===== config.mk =====
export PLATFORM = sky130hd
export DESIGN_NAME = sram_access_arbiter
export DESIGN_NICKNAME = d
export VERILOG_FILES = /design/src/rtl/sram_access_arbiter.sv
export SDC_FILE = /design/constraint.sdc
export NUM_CORES = 1
export LEC_CHECK = 0
export CORE_UTILIZATION = 40
export DETAILED_ROUTE_END_ITERATION = 8
export GPL_TIMING_DRIVEN = 0
export PLACE_DENSITY = 0.79
export SYNTH_ARGS = -nofsm -noshare
export SYNTH_HDL_FRONTEND = slang
export SYNTH_SLANG_ARGS = --single-unit
export TNS_END_PERCENT = 5

===== constraint.sdc =====
create_clock -name Clk -period 1.7 [get_ports Clk]
set_clock_uncertainty 0.05 [all_clocks]
set_input_delay 0.17 -clock Clk [delete_from_list [all_inputs] [get_ports Clk]]
set_output_delay 0.17 -clock Clk [all_outputs]
set_load 0.01 [all_outputs]

===== src/rtl/sram_access_arbiter.sv =====
// Round-robin arbiter sharing one asynchronous SRAM between a CPU port and an
// IO/loader port. Every access holds its strobe for WAIT_CYC cycles and is closed by a one-cycle ack.
module sram_access_arbiter #(
    parameter int ADDR_W   = 16,
    parameter int DATA_W   = 16,
    parameter int WAIT_CYC = 3
) (
    input  logic              Clk,
    input  logic              Reset,

    input  logic              cpu_req,
    input  logic              cpu_we,
    input  logic [ADDR_W-1:0] cpu_addr,
    input  logic [DATA_W-1:0] cpu_wdata,
    output logic [DATA_W-1:0] cpu_rdata,
    output logic              cpu_ack,

    input  logic              io_req,
    input  logic              io_we,
    input  logic [ADDR_W-1:0] io_addr,
    input  logic [DATA_W-1:0] io_wdata,
    output logic [DATA_W-1:0] io_rdata,
    output logic              io_ack,

    output logic [ADDR_W-1:0] sram_addr,
    output logic [DATA_W-1:0] sram_dq_out,
    output logic              sram_dq_oe,
    input  logic [DATA_W-1:0] sram_dq_in,
    output logic              sram_ce_n,
    output logic              sram_oe_n,
    output logic              sram_we_n,

    output logic              busy,
    output logic              grant_io,
    output logic [1:0]        state_dbg
);

    // Handshake: a requester raises req with stable we/addr/wdata and keeps
    // them stable until it sees its one-cycle ack. req still high in the ack
    // cycle is a fresh request, arbitrated in the following IDLE cycle.

    typedef enum logic [1:0] {
        S_IDLE   = 2'd0,
        S_ACCESS = 2'd1,
        S_DONE   = 2'd2
    } state_t;

    localparam logic [3:0] WAIT_LOAD = 4'(WAIT_CYC);

    state_t      state;
    logic        last_grant;
    logic        lat_we;
    logic [3:0]  wait_cnt;

    logic              pick_io;
    logic              any_req;
    logic              sel_we;
    logic [ADDR_W-1:0] sel_addr;
    logic [DATA_W-1:0] sel_wdata;

    // On a tie the port that did not own the previous access wins.
    always_comb begin
        any_req = cpu_req | io_req;
        pick_io = 1'b0;
        if (cpu_req && io_req) begin
            pick_io = ~last_grant;
        end else begin
            pick_io = io_req;
        end
        sel_we    = pick_io ? io_we    : cpu_we;
        sel_addr  = pick_io ? io_addr  : cpu_addr;
        sel_wdata = pick_io ? io_wdata : cpu_wdata;
    end

    always_ff @(posedge Clk) begin
        if (Reset) begin
            state       <= S_IDLE;
            last_grant  <= 1'b1;
            lat_we      <= 1'b0;
            wait_cnt    <= 4'd0;
            grant_io    <= 1'b0;
            cpu_ack     <= 1'b0;
            io_ack      <= 1'b0;
            cpu_rdata   <= '0;
            io_rdata    <= '0;
            sram_addr   <= '0;
            sram_dq_out <= '0;
            sram_dq_oe  <= 1'b0;
            sram_ce_n   <= 1'b1;
            sram_oe_n   <= 1'b1;
            sram_we_n   <= 1'b1;
        end else begin
            cpu_ack <= 1'b0;
            io_ack  <= 1'b0;
            case (state)
                S_IDLE: begin
                    if (any_req) begin
                        state      <= S_ACCESS;
                        grant_io   <= pick_io;
                        last_grant <= pick_io;
                        lat_we     <= sel_we;
                        wait_cnt   <= WAIT_LOAD;
                        sram_ce_n  <= 1'b0;
                        sram_addr  <= sel_addr;
                        if (sel_we) begin
                            sram_we_n   <= 1'b0;
                            sram_dq_oe  <= 1'b1;
                            sram_dq_out <= sel_wdata;
                        end else begin
                            sram_oe_n <= 1'b0;
                        end
                    end
                end

                S_ACCESS: begin
                    wait_cnt <= wait_cnt - 4'd1;
                    if (wait_cnt == 4'd1) begin
                        state     <= S_DONE;
                        sram_ce_n <= 1'b1;
                        sram_oe_n <= 1'b1;
                        sram_we_n <= 1'b1;
                        // Read data is sampled while OE is still low.
                        if (!lat_we) begin
                            if (grant_io) begin
                                io_rdata <= sram_dq_in;
                            end else begin
                                cpu_rdata <= sram_dq_in;
                            end
                        end
                        if (grant_io) begin
                            io_ack <= 1'b1;
                        end else begin
                            cpu_ack <= 1'b1;
                        end
                    end
                end

                S_DONE: begin
                    // Write data and address were held through this cycle after WE rose.
                    state      <= S_IDLE;
                    sram_dq_oe <= 1'b0;
                end

                default: begin
                    state <= S_IDLE;
                end
            endcase
        end
    end

    assign busy      = (state != S_IDLE);
    assign state_dbg = state;

endmodule

; Yosys cells after proc, flatten, opt, wreduce, memory -nomap -nowiden
; Index checks and enable logic that the tools add are counted.
[totals]
register_bits = 79
input_bits = 86
out_inout_bits = 74
wordCells = 68
[classes]
reduce_logical = 16
n_eq_ne = 7
bitwise = 6
n_mux = 23
add_sub_neg = 1
[op_table]
columns = cell, n
row1 = 16-bit two-way mux, 2
row2 = 4-bit AND reduction, 4
row3 = 1-bit two-way mux, 12
row4 = 3-bit AND reduction, 3
row5 = 2-bit inequality test (second input constant), 4
row6 = 1-bit one-hot mux with 2 select lines, 4
row7 = 4-bit one-hot mux with 2 select lines, 1
row8 = 2-bit AND reduction, 3
row9 = 2-bit nonzero test, 3
row10 = 1-bit NOT, 5
row11 = 4-bit by 1-bit equality test with 1-bit output (second input constant), 1
row12 = 2-bit two-way mux, 2
row13 = 4-bit two-way mux, 1
row14 = 2-bit one-hot mux with 2 select lines, 1
row15 = 4-bit by 1-bit subtractor with 4-bit output (second input constant), 1
row16 = 3-bit OR reduction, 1
row17 = 2-bit by 1-bit equality test with 1-bit output (second input constant), 1
row18 = 2-bit equality test (second input constant), 1
row19 = 2-bit zero test, 1
row20 = 1-bit logical AND, 1
row21 = 1-bit bitwise OR, 1

; Depth between registers and ports, before layout
[depth]
ltp_word = 6
depth_mapped = 8
ltp_nobuf = 6

; Least setup slack after synthesis
; No wires, ideal clock.
[synth_path]
path_type = reg2reg
from = register wait_cnt[0]
to = register io_rdata[10]
synth_period_minus_slack_ps = 1560
stages_incl_launch_ff = 8
required_time_ps = 1522
t_arrival_ps = 1382
setup_ps = 128
n_path_buf = 2
setup_slack_ps = 140
cell_sequence = dfxtp_1 ha_1 nor3b_2 nand4b_1 buf_6 buf_6 mux2i_1 nor2_1
[synth_between]
elab_chain_cells = 2
[synth_lines]
columns = element, line
row1 = "start, declared", 53  ; logic [3:0] wait_cnt;
row2 = "start signal, assigned", 116  ; wait_cnt <= wait_cnt - 4'd1;
row3 = 4-bit by 1-bit equality test with 1-bit output, 117  ; if (wait_cnt == 4'd1) begin
row4 = 4-bit AND reduction (no line), n/a
row5 = "end signal, assigned", 125  ; io_rdata <= sram_dq_in;
row6 = "end, declared", 22  ; output logic [DATA_W-1:0] io_rdata,
; No other way between the ends.
; A chain may end at the register's enable or synchronous reset.

; Worst setup path after layout
[layout_path]
from = register wait_cnt[1]
to = register io_rdata[14]
; The elaborated chain is that of the path after synthesis.

==> flow_metrics.tcl <==
set metrics [dict create \
    run_status "finished, final reports clean" \
    rrSetupSlack_ns 0.01 \
    async_flop_share 0 \
    syn_to_final_growth_pct 60.25 \
    die_area_um2 8526 \
    crit_path_top_delay_cell "dfxtp_2" \
    ant_nets 0 \
    synth_top_area_share 0.4845 \
    synth-seq-area-share 0.4845 \
    ys_ff_latch 79 \
    clockBufferDepth 2 \
    hold_ws_ns 0.3358 \
    crit_type "reg -> reg" \
    synthXorXnorAreaFrac 0.002683 \
    startpoint_type "flip-flop" \
    viasPerCell 5.125 \
    hold_violations 0 \
    critPathRequiredTime_ns 1.88 \
    core-area_um2 7807 \
    vias 3434 \
    cts_made_buffers 9 \
    fillCellCount 670 \
    routedWlPerCell_um 14.69 \
    cp-end-kind "flip-flop" \
    final_area_um2 5231 \
    initial_utilization 0.4181 \
    grt_max_degree 16 \
    fin_cells 670 \
    setup_viol 0 \
    power_density_nw_per_um2 854.5 \
    drc 0 \
    fp-row-count 32 \
    drt_first_pass_iters 5 \
    hpwl_um 7583 \
    htree_levels 3 \
    postCtsHoldBufs 0 \
    ios 160 \
    path_buf_inv 3 \
    ys_warn_count 0 \
    cts.reportedPaths.clkPinSlew_ns 0.08 \
    synth_edf_count 0 \
    synth-compound-area-share 0.1468 \
    final_nets 651 \
    grt_pass1_vias 3324 \
    synth_top_family_by_area "simple AND/OR/NAND/NOR gates" \
    syn_nets 480 \
    yosysTopAreaCell "dfxtp_1" \
    synth-simple-area-share 0.2518 \
    cts_tree "built" \
    slew_violations 0 \
    max_stage_delay_ns 0.33 \
    drive_gt1_frac 0.07746 \
    cp_top_family "simple AND/OR/NAND/NOR gates" \
    place.port_buffers 159 \
    dpl.cell_count 653 \
    worstPathArrival_ns 1.86 \
    fmax_mhz 592.5 \
    tightestPinTransition_ns 0.4915 \
    final.period_utilization 0.9928 \
    worstPathCellList "inv_1 -> ha_1 -> nor3b_4 -> nand4b_1 -> buf_6 -> buf_12 -> mux2i_1 -> nor2_1" \
    syn_avg_cell_area_um2 8.328 \
    antennaDiodeCount 0 \
    worst-path-max-fanout 10 \
    grt_use_total 0.2361 \
    synth_common_cells "79 x dfxtp_1, 72 x nand2_1, 51 x a21oi_1" \
    yosysMostFrequentCell "dfxtp_1" \
    hp-class "in -> reg" \
    synth_area_leaders "dfxtp_1 48%, nand2_1 8.3%, a21oi_1 7.8%" \
    vdd_drop_max_mv 0.4906 \
    root_buffer "clkbuf_8" \
    multi_input_area_um2 1530 \
    worstSkewPairLatency_ns 0.35 \
    cts.sinks 79 \
    post_dp_cell_area_um2 4984 \
    place_congestion 0.9107 \
    min_period_ns 1.688 \
    yosysUniqueCellTypes 34 \
    seqCellArea_um2 1594 \
    grt_pass1_wl_um 15890 \
    dieWidth_um 92.34 \
    muxShareOfSynthArea 0.05213 \
    cap_violations 0 \
    antenna_found_initial 0 \
    maxSlewHeadroom 0.6723 \
    synthAdderAreaFrac 0.007666 \
    ys.flop_type "dfxtp_1" \
    power.total_mw 4.470 \
    grt_overflow 0 \
    rsz0062_at_grt "true" \
    fp.dieH_um 92.34 \
    drt_iter0_drc 119 \
    syn-cell-area_um2 3264 \
    drt-total-wl_um 9842 \
    setup_tns_ns 0 \
    synth_cells 392 \
    p_leak_nw 2.040 \
]
==> cell families (layout without fill, tap and decap cells) <==
logic type / after synthesis / in the layout
AOI/OAI and AO/OA: 77 / 77
DFF: 79 / 79
xor gates and xnor gates: 1 / 1
buffers and inverters: 36 / 212
muxes: 17 / 17
and+or+nand+nor: 180 / 180
adders and majority gates: 2 / 2
==> power breakdown <==
part	internal (mW)	switching, mW
clock network	0.545	0.734
registers	1.99	0.0958
logic	0.595	0.506
==> repair_timing <==
item                       4_1_cts  5_1_grt
setup buffers                    1        0
pin swaps                        0        2
setup endpoints to repair       21       47
resized for setup                7       17
==> final cells by class <==
type,instances,area share
well taps,102,0.02440
clock buffers,9,0.02368
clock inverters,7,0.01052
repair buffers,160,0.3061
plain buffers,31,0.03444
flip-flops and latches,79,0.3047
inverters,5,0.003588
multi-input cells,277,0.2925
==> stage by stage <==
| step | setup WS (ns) | util |
|---|---|---|
| after CTS | 0.01372 | 0.6651 |
| after global routing | -0.1196 | 0.6700 |
| after floorplan | 0.1403 | - |
| final | 0.01232 | 0.6700 |
| after global placement | -0.3180 | 0.6383 |
| after detailed placement | -0.3394 | 0.6383 |
==> path summary, 6_finish.rpt <==
check | from | end | cells after the start
worst max-delay path | wait_cnt[1]$_SDFFE_PP0P_ | io_rdata[14]$_SDFFE_PP0P_ | 8
worst min-delay path | io_addr[12] | sram_addr[12]$_SDFFE_PP0P_ | 3
worst max register to register | wait_cnt[1]$_SDFFE_PP0P_ | io_rdata[14]$_SDFFE_PP0P_ | 8
worst min register to register | sram_ce_n$_SDFFE_PP1P_ | sram_ce_n$_SDFFE_PP1P_ | 2
==> state kept, by name, indices dropped and copies added, names as in the netlist <==
register / count
cpu_rdata: 16
io_rdata: 16
sram_addr: 16
sram_dq_out: 16
wait_cnt: 4
state_dbg: 2
cpu_ack: 1
grant_io: 1
io_ack: 1
last_grant: 1
lat_we: 1
sram_ce_n: 1
sram_dq_oe: 1
sram_oe_n: 1
sram_we_n: 1
==> worst reg2reg max path, delay by kind of cell, from the launching register on <==
| kind | cells | cell delay (ns) |
|---|---|---|
| buffers and inverters | 3 | 0.39 |
| adder cells (fa/ha/maj) | 1 | 0.15 |
| flip-flops | 1 | 0.33 |
| multiplexers | 1 | 0.17 |
| AND/OR/NAND/NOR | 3 | 0.48 |
==> routing by layer <==
metal / vias up / part of all wire / track usage
li1: 1691 / - / -
met1: 1559 / 0.42 / 0.2871
met2: 168 / 0.47 / 0.3944
met3: 16 / 0.096 / 0.07800
met4: 0 / 0.014 / 0.07161
met5: - / 0 / 0
==> layout by cell type, fill, tap and decap left out, types with 3 or more instances in the layout <==
cell             netlist  layout
nor3_1                22      22
inv_1                  5       5
clkbuf_8               0       9
buf_2                  7       6
clkdlybuf4s50_1        0     158
or3_1                 32      32
a311oi_1              16      16
clkbuf_1              16      13
inv_6                  0       3
a21oi_1               51      51
mux2i_1               17      17
nor2_1                43      42
dfxtp_1               79      75
buf_4                  5       5
nand2_1               72      72
dfxtp_4                0       3
Note: power is estimated with default switching activity, not from simulation.
